===== config.mk =====
export PLATFORM = sky130hd
export DESIGN_NAME = msi_bus_ctrl
export DESIGN_NICKNAME = d
export VERILOG_FILES = /design/src/rtl/msi_pkg.sv /design/src/rtl/rr_arbiter.sv /design/src/rtl/msi_bus_ctrl.sv
export SDC_FILE = /design/constraint.sdc
export NUM_CORES = 1
export LEC_CHECK = 0
export BUFFER_PORTS_ARGS = -buffer_cell sky130_fd_sc_hd__clkbuf_2
export CORE_UTILIZATION = 46
export DETAILED_ROUTE_END_ITERATION = 6
export PLACE_DENSITY = 0.86
export SYNTH_ARGS = -nofsm -noshare
export SYNTH_HDL_FRONTEND = slang
export SYNTH_SLANG_ARGS = --single-unit

===== constraint.sdc =====
create_clock -name clk_i -period 2.25 [get_ports clk_i]
set_clock_uncertainty 0.1 [all_clocks]
set_input_delay 0.1125 -clock clk_i [delete_from_list [all_inputs] [get_ports clk_i]]
set_output_delay 0.1125 -clock clk_i [all_outputs]
set_load 0.05 [all_outputs]

===== src/rtl/msi_pkg.sv =====
// Shared encodings for the MSI cache array: bus message codes, cache line
// states and the bus controller's FSM states.
package msi_pkg;

  localparam int BUS_MSG_W = 3;

  localparam logic [BUS_MSG_W-1:0] BUS_IDLE = 3'd0;
  localparam logic [BUS_MSG_W-1:0] BUS_RD   = 3'd1;
  localparam logic [BUS_MSG_W-1:0] BUS_RDX  = 3'd2;
  localparam logic [BUS_MSG_W-1:0] BUS_UPGR = 3'd3;

  localparam logic [1:0] CS_INVALID  = 2'd0;
  localparam logic [1:0] CS_SHARED   = 2'd1;
  localparam logic [1:0] CS_MODIFIED = 2'd2;

  typedef enum logic [1:0] {
    ST_IDLE  = 2'd0,
    ST_GRANT = 2'd1,
    ST_SNOOP = 2'd2,
    ST_FLUSH = 2'd3
  } ctrl_state_t;

endpackage


===== src/rtl/rr_arbiter.sv =====
// Combinational round-robin pick: first set request scanning circularly
// upward from ptr_i. The pointer itself lives in the caller.
module rr_arbiter #(
  parameter int NUM_CPUS = 4,
  parameter int IDX_W    = 2
) (
  input  logic [NUM_CPUS-1:0] req_i,
  input  logic [IDX_W-1:0]    ptr_i,
  output logic [NUM_CPUS-1:0] grant_o,
  output logic [IDX_W-1:0]    idx_o,
  output logic                vld_o
);

  logic [IDX_W:0] w_pos;

  always_comb begin
    grant_o = '0;
    idx_o   = '0;
    vld_o   = 1'b0;
    w_pos   = '0;
    for (int i = 0; i < NUM_CPUS; i++) begin
      // Wrap ptr+i back into [0, NUM_CPUS) without relying on power-of-two sizes.
      w_pos = {1'b0, ptr_i} + (IDX_W+1)'(i);
      if (w_pos >= (IDX_W+1)'(NUM_CPUS)) begin
        w_pos = w_pos - (IDX_W+1)'(NUM_CPUS);
      end
      if (!vld_o && req_i[w_pos[IDX_W-1:0]]) begin
        vld_o                        = 1'b1;
        idx_o                        = w_pos[IDX_W-1:0];
        grant_o[w_pos[IDX_W-1:0]]    = 1'b1;
      end
    end
  end

endmodule


===== src/rtl/msi_bus_ctrl.sv =====
// Snooping-bus controller: round-robin grant, latch the owner's message,
// broadcast it to the other caches, then sequence an optional flush phase.
module msi_bus_ctrl
  import msi_pkg::*;
#(
  parameter  int NUM_CPUS     = 4,
  parameter  int ADDR_WIDTH   = 2,
  parameter  int FLUSH_CYCLES = 2,
  localparam int IDX_W        = (NUM_CPUS > 1) ? $clog2(NUM_CPUS) : 1
) (
  input  logic                           clk_i,
  input  logic                           rst_i,
  input  logic [NUM_CPUS-1:0]            req_i,
  output logic [NUM_CPUS-1:0]            grant_o,
  input  logic [BUS_MSG_W*NUM_CPUS-1:0]  msg_i,
  input  logic [ADDR_WIDTH*NUM_CPUS-1:0] addr_i,
  input  logic [NUM_CPUS-1:0]            flush_i,
  output logic [BUS_MSG_W*NUM_CPUS-1:0]  snoop_msg_o,
  output logic [ADDR_WIDTH-1:0]          snoop_addr_o,
  output logic [IDX_W-1:0]               owner_o,
  output logic                           busy_o,
  output logic [NUM_CPUS-1:0]            flush_src_o,
  output logic                           error_o
);

  localparam int CNT_W = $clog2(FLUSH_CYCLES + 1);

  ctrl_state_t             r_state;
  ctrl_state_t             w_state_nxt;
  logic [IDX_W-1:0]        r_rr_ptr;
  logic [IDX_W-1:0]        r_owner;
  logic [NUM_CPUS-1:0]     r_owner_oh;
  logic [BUS_MSG_W-1:0]    r_msg;
  logic [ADDR_WIDTH-1:0]   r_addr;
  logic [NUM_CPUS-1:0]     r_flush_src;
  logic [CNT_W-1:0]        r_cnt;
  logic                    r_error;

  logic [NUM_CPUS-1:0]     w_arb_grant;
  logic [IDX_W-1:0]        w_arb_idx;
  logic                    w_arb_vld;
  logic [BUS_MSG_W-1:0]    w_own_msg;
  logic [ADDR_WIDTH-1:0]   w_own_addr;
  logic                    w_msg_illegal;
  logic [NUM_CPUS-1:0]     w_flush_cand;
  logic [NUM_CPUS-1:0]     w_flush_lo;
  logic                    w_flush_multi;

  rr_arbiter #(
    .NUM_CPUS (NUM_CPUS),
    .IDX_W    (IDX_W)
  ) u_arb (
    .req_i   (req_i),
    .ptr_i   (r_rr_ptr),
    .grant_o (w_arb_grant),
    .idx_o   (w_arb_idx),
    .vld_o   (w_arb_vld)
  );

  assign w_own_msg     = msg_i[r_owner*BUS_MSG_W +: BUS_MSG_W];
  assign w_own_addr    = addr_i[r_owner*ADDR_WIDTH +: ADDR_WIDTH];
  assign w_msg_illegal = (w_own_msg > BUS_UPGR);

  // The owner's own flush line is meaningless during its snoop; mask it out.
  assign w_flush_cand  = flush_i & ~r_owner_oh;
  assign w_flush_lo    = w_flush_cand & (~w_flush_cand + NUM_CPUS'(1));
  assign w_flush_multi = |(w_flush_cand & (w_flush_cand - NUM_CPUS'(1)));

  always_comb begin
    w_state_nxt = r_state;
    case (r_state)
      ST_IDLE: begin
        if (w_arb_vld) w_state_nxt = ST_GRANT;
      end
      ST_GRANT: begin
        if ((w_own_msg == BUS_IDLE) || w_msg_illegal) w_state_nxt = ST_IDLE;
        else                                          w_state_nxt = ST_SNOOP;
      end
      ST_SNOOP: begin
        if (|w_flush_cand) w_state_nxt = ST_FLUSH;
        else               w_state_nxt = ST_IDLE;
      end
      ST_FLUSH: begin
        if (r_cnt == '0) w_state_nxt = ST_IDLE;
      end
      default: w_state_nxt = ST_IDLE;
    endcase
  end

  always_comb begin
    grant_o     = (r_state == ST_GRANT) ? r_owner_oh : '0;
    busy_o      = (r_state != ST_IDLE);
    snoop_msg_o = '0;
    for (int k = 0; k < NUM_CPUS; k++) begin
      snoop_msg_o[k*BUS_MSG_W +: BUS_MSG_W] =
        ((r_state == ST_SNOOP) && !r_owner_oh[k]) ? r_msg : BUS_IDLE;
    end
  end

  assign snoop_addr_o = r_addr;
  assign owner_o      = r_owner;
  assign flush_src_o  = r_flush_src;
  assign error_o      = r_error;

  always_ff @(posedge clk_i) begin
    if (!rst_i) begin
      r_state     <= ST_IDLE;
      r_rr_ptr    <= '0;
      r_owner     <= '0;
      r_owner_oh  <= '0;
      r_msg       <= BUS_IDLE;
      r_addr      <= '0;
      r_flush_src <= '0;
      r_cnt       <= '0;
      r_error     <= 1'b0;
    end else begin
      r_state <= w_state_nxt;
      case (r_state)
        ST_IDLE: begin
          if (w_arb_vld) begin
            r_owner    <= w_arb_idx;
            r_owner_oh <= w_arb_grant;
            r_rr_ptr   <= (w_arb_idx == IDX_W'(NUM_CPUS-1)) ? '0 : w_arb_idx + 1'b1;
          end
        end
        ST_GRANT: begin
          r_msg  <= w_msg_illegal ? BUS_IDLE : w_own_msg;
          r_addr <= w_own_addr;
          if (w_msg_illegal) r_error <= 1'b1;
        end
        ST_SNOOP: begin
          if (|w_flush_cand) begin
            r_flush_src <= w_flush_lo;
            r_cnt       <= CNT_W'(FLUSH_CYCLES-1);
            if (w_flush_multi) r_error <= 1'b1;
          end
        end
        ST_FLUSH: begin
          if (r_cnt == '0) r_flush_src <= '0;
          else             r_cnt       <= r_cnt - 1'b1;
        end
        default: ;
      endcase
    end
  end

endmodule


==> flow_summary.toml <==
[run_status]
status = "finished, final reports clean"

[placed_design]
port_buffers = 55
gp_congestion = 0.8559
hpwlAfterDp_mm = 3.158
detailedPlace.worstSlack_ns = 0.05828
place_area_sq_mm = 0.002027

[sta]
final_max_slew_viol_count = 0
holdWs_ns = 0.2447
finalSetupViolations = 0
worst_pin_slew_ns = 0.5731
relSlewSlack = 0.6171
hold_viol_final = 0
fin_ws_ns = 0.1340
finalCritPeriodShare = 0.9405
tns_ns = 0
post-route-min-period_ns = 2.116
max_freq_ghz = 0.4726
grt_setup_unrepaired = "no"

[drt]
drt-met1-wl_mm = 1.913
vias_per_cell = 5.646
drc = 0
initialDrtViolationCount = 122
vias = 1643
met3_length_um = 287
routed.top_layer = "met4"
wl_per_cell_um = 14.19
ant_nets = 0
postRouteWirelength_mm = 4.129
wl_met2_mm = 1.899
firstDrtPassIters = 4

[min_path]
min_path_type = "in2reg"
min-delay-start = "rst_i"

[setup_path]
cp_max_fo = 8
crit_path_start_kind = "flip-flop"
cp_data_required_time_ns = 2.28
critical_path.max_stage_delay_ns = 0.62
slowest_stage = "mux4_2"
crit_buf_inv = 1
end_kind = "flip-flop"
critPathKind = "reg2reg"
cp_data_arrival_time_ns = 2.15
critPathTopFamily = "multiplexers"
crit_chain = "inv_4 > ha_4 > mux4_2 > a221o_1 > o21ai_0 > a31oi_1"

[logic_synthesis]
syn_area_sq_mm = 0.001710
synthCells = 191
synthAdderAreaFrac = 0.07169
synth_enable_flop_cells = 0
synth_mux_area_frac = 0.1346
async_flop_share = 0
synth-seq-cells = 22
synth.avg_cell_area_sq_um = 8.955
syn_nets = 230
ys_seq_area_frac = 0.2575
synth.distinct_cells = 57
synth_xor_area_frac = 0.005121
synth-main-ff-cell = "dfxtp_1"
synth_compound_area_frac = 0.2202
yosysWarnings = 0
synth_top_family_by_area = "simple AND/OR/NAND/NOR gates"
synth-simple-area-share = 0.2421

[clock_tree]
cts_max_path_buffers = 2
clk_latency_ns = 0.26
cts_buffers = 3
ctsHtreeMaxLevel = 1
tritoncts = "yes"
cts.sinks = 22
clock-root-buffer = "clkbuf_8"
clk_pin_slew_ns = 0.08

[floorplan]
start_util = 0.4969
dieWidth_um = 62.98
rows = 21
dieArea_sq_mm = 0.003966
ioPinCount = 56
coreArea_sq_mm = 0.003442
die_h_um = 62.98

[pwr]
p_leak_nw = 0.9328
vdd_drop_max_mv = 0.3706
p_total_w = 0.002181
powerDensity_mw_per_mm2 = 1027

[cells_and_area]
drive_gt1_frac = 0.3755
multi_input_area_sq_mm = 0.001189
final_cell_mix = "55 x clkbuf_2, 20 x dfxtp_1, 19 x nor2_1, 19 x nand2_1, 11 x nor2b_1"
area_growth_pct = 24.14
diodes = 0
finalInstanceArea_sq_mm = 0.002123
mostFrequentLayoutCell = "clkbuf_2"
ff_latch_area_sq_um = 445.4
nFillCells = 295
fin_nets = 285

[flow_run]
max_cap_viol_count = 0

[grt]
grt_overflow = 0
antenna_found_initial = 0
grt_pass1_vias = 1534
grt_max_degree = 24
track_usage = 0.2161
grt_pass1_wl_mm = 6.934
==> metrics by stage <==
stage	util	cells
2_1_floorplan	-	191
3_3_place_gp	0.5889	286
3_5_place_dp	0.5889	286
4_1_cts	0.6096	290
5_1_grt	0.6169	291
6_report	0.6169	291
==> repair_timing <==
action	in CTS	in global routing
setup buffers	0	1
setup endpoints to repair	0	8
hold buffers	0	0
gates resized for setup	0	2
==> registers in the layout (all words and copies together) (netlist names), named ones only <==
signal,flops
error_o,1
flush_src_o,4
owner_o,2
r_cnt,2
r_msg,3
r_owner_oh,4
r_rr_ptr,1
r_state,2
snoop_addr_o,2
==> worst paths after layout <==
| check | cells after the start | slack [ns] | to |
|---|---|---|---|
| hold / removal | 2 | 0.24 | flush_src_o[1] |
| hold reg to reg | 2 | 0.38 | r_msg[0] |
| setup / recovery | 6 | 0.13 | r_owner_oh[3] |
| setup reg to reg | 6 | 0.13 | r_owner_oh[3] |
==> synthesized netlist by cell type (2+ instances only) <==
| master | n | share of area |
|---|---|---|
| mux4_2 | 6 | 0.079 |
| o21a_1 | 3 | 0.013 |
| buf_6 | 3 | 0.020 |
| o211ai_2 | 2 | 0.015 |
| mux4_1 | 2 | 0.031 |
| mux2_2 | 2 | 0.013 |
| a21boi_0 | 5 | 0.022 |
| a31oi_1 | 5 | 0.018 |
| nand2b_1 | 3 | 0.011 |
| o21ai_0 | 9 | 0.026 |
| clkbuf_1 | 4 | 0.0088 |
| dfxtp_1 | 22 | 0.26 |
| a211oi_1 | 2 | 0.0088 |
| a21oi_1 | 3 | 0.0088 |
| ha_1 | 9 | 0.066 |
| nand3b_1 | 4 | 0.018 |
| nor2_1 | 19 | 0.042 |
| nor2b_1 | 11 | 0.040 |
| o211a_1 | 2 | 0.012 |
| nor3_1 | 3 | 0.0088 |
| a221o_1 | 4 | 0.023 |
| nand2_1 | 19 | 0.042 |
| mux2i_1 | 2 | 0.012 |
| inv_1 | 5 | 0.011 |
| a32oi_1 | 2 | 0.010 |
| and2_1 | 7 | 0.026 |
| buf_4 | 3 | 0.013 |
==> layer usage <==
| metal | vias to the layer above | track usage |
|---|---|---|
| met4 | 0 | 0.06686 |
| met2 | 70 | 0.3737 |
| met5 | - | 0 |
| met3 | 2 | 0.03832 |
| li1 | 812 | - |
| met1 | 759 | 0.2687 |
==> cell families after synthesis <==
group                    count (synthesis)
AO/OA/AOI/OAI                           49
multiplexers                            12
adder cells (fa/ha/maj)                 10
XOR/XNOR                                 1
buffers and inverters                   19
AND/OR/NAND/NOR                         78
flip-flops                              22
==> power by group <==
group	switching [W]	internal [W]	leakage [nW]	total (W)
clock	0.000122	0.000237	0.0357	0.000360
sequential	0.000124	0.000480	0.181	0.000604
combinational	0.000699	0.000518	0.716	0.00122
==> cell type report <==
class / count / area share
multi-input cells: 150 / 0.5598
repair buffers: 63 / 0.1579
clock inverters: 1 / 0.01414
flip-flops and latches: 22 / 0.2098
inverters: 6 / 0.01179
clock buffers: 3 / 0.01945
well taps: 46 / 0.02711
Note: power is estimated with default switching activity, not from simulation.
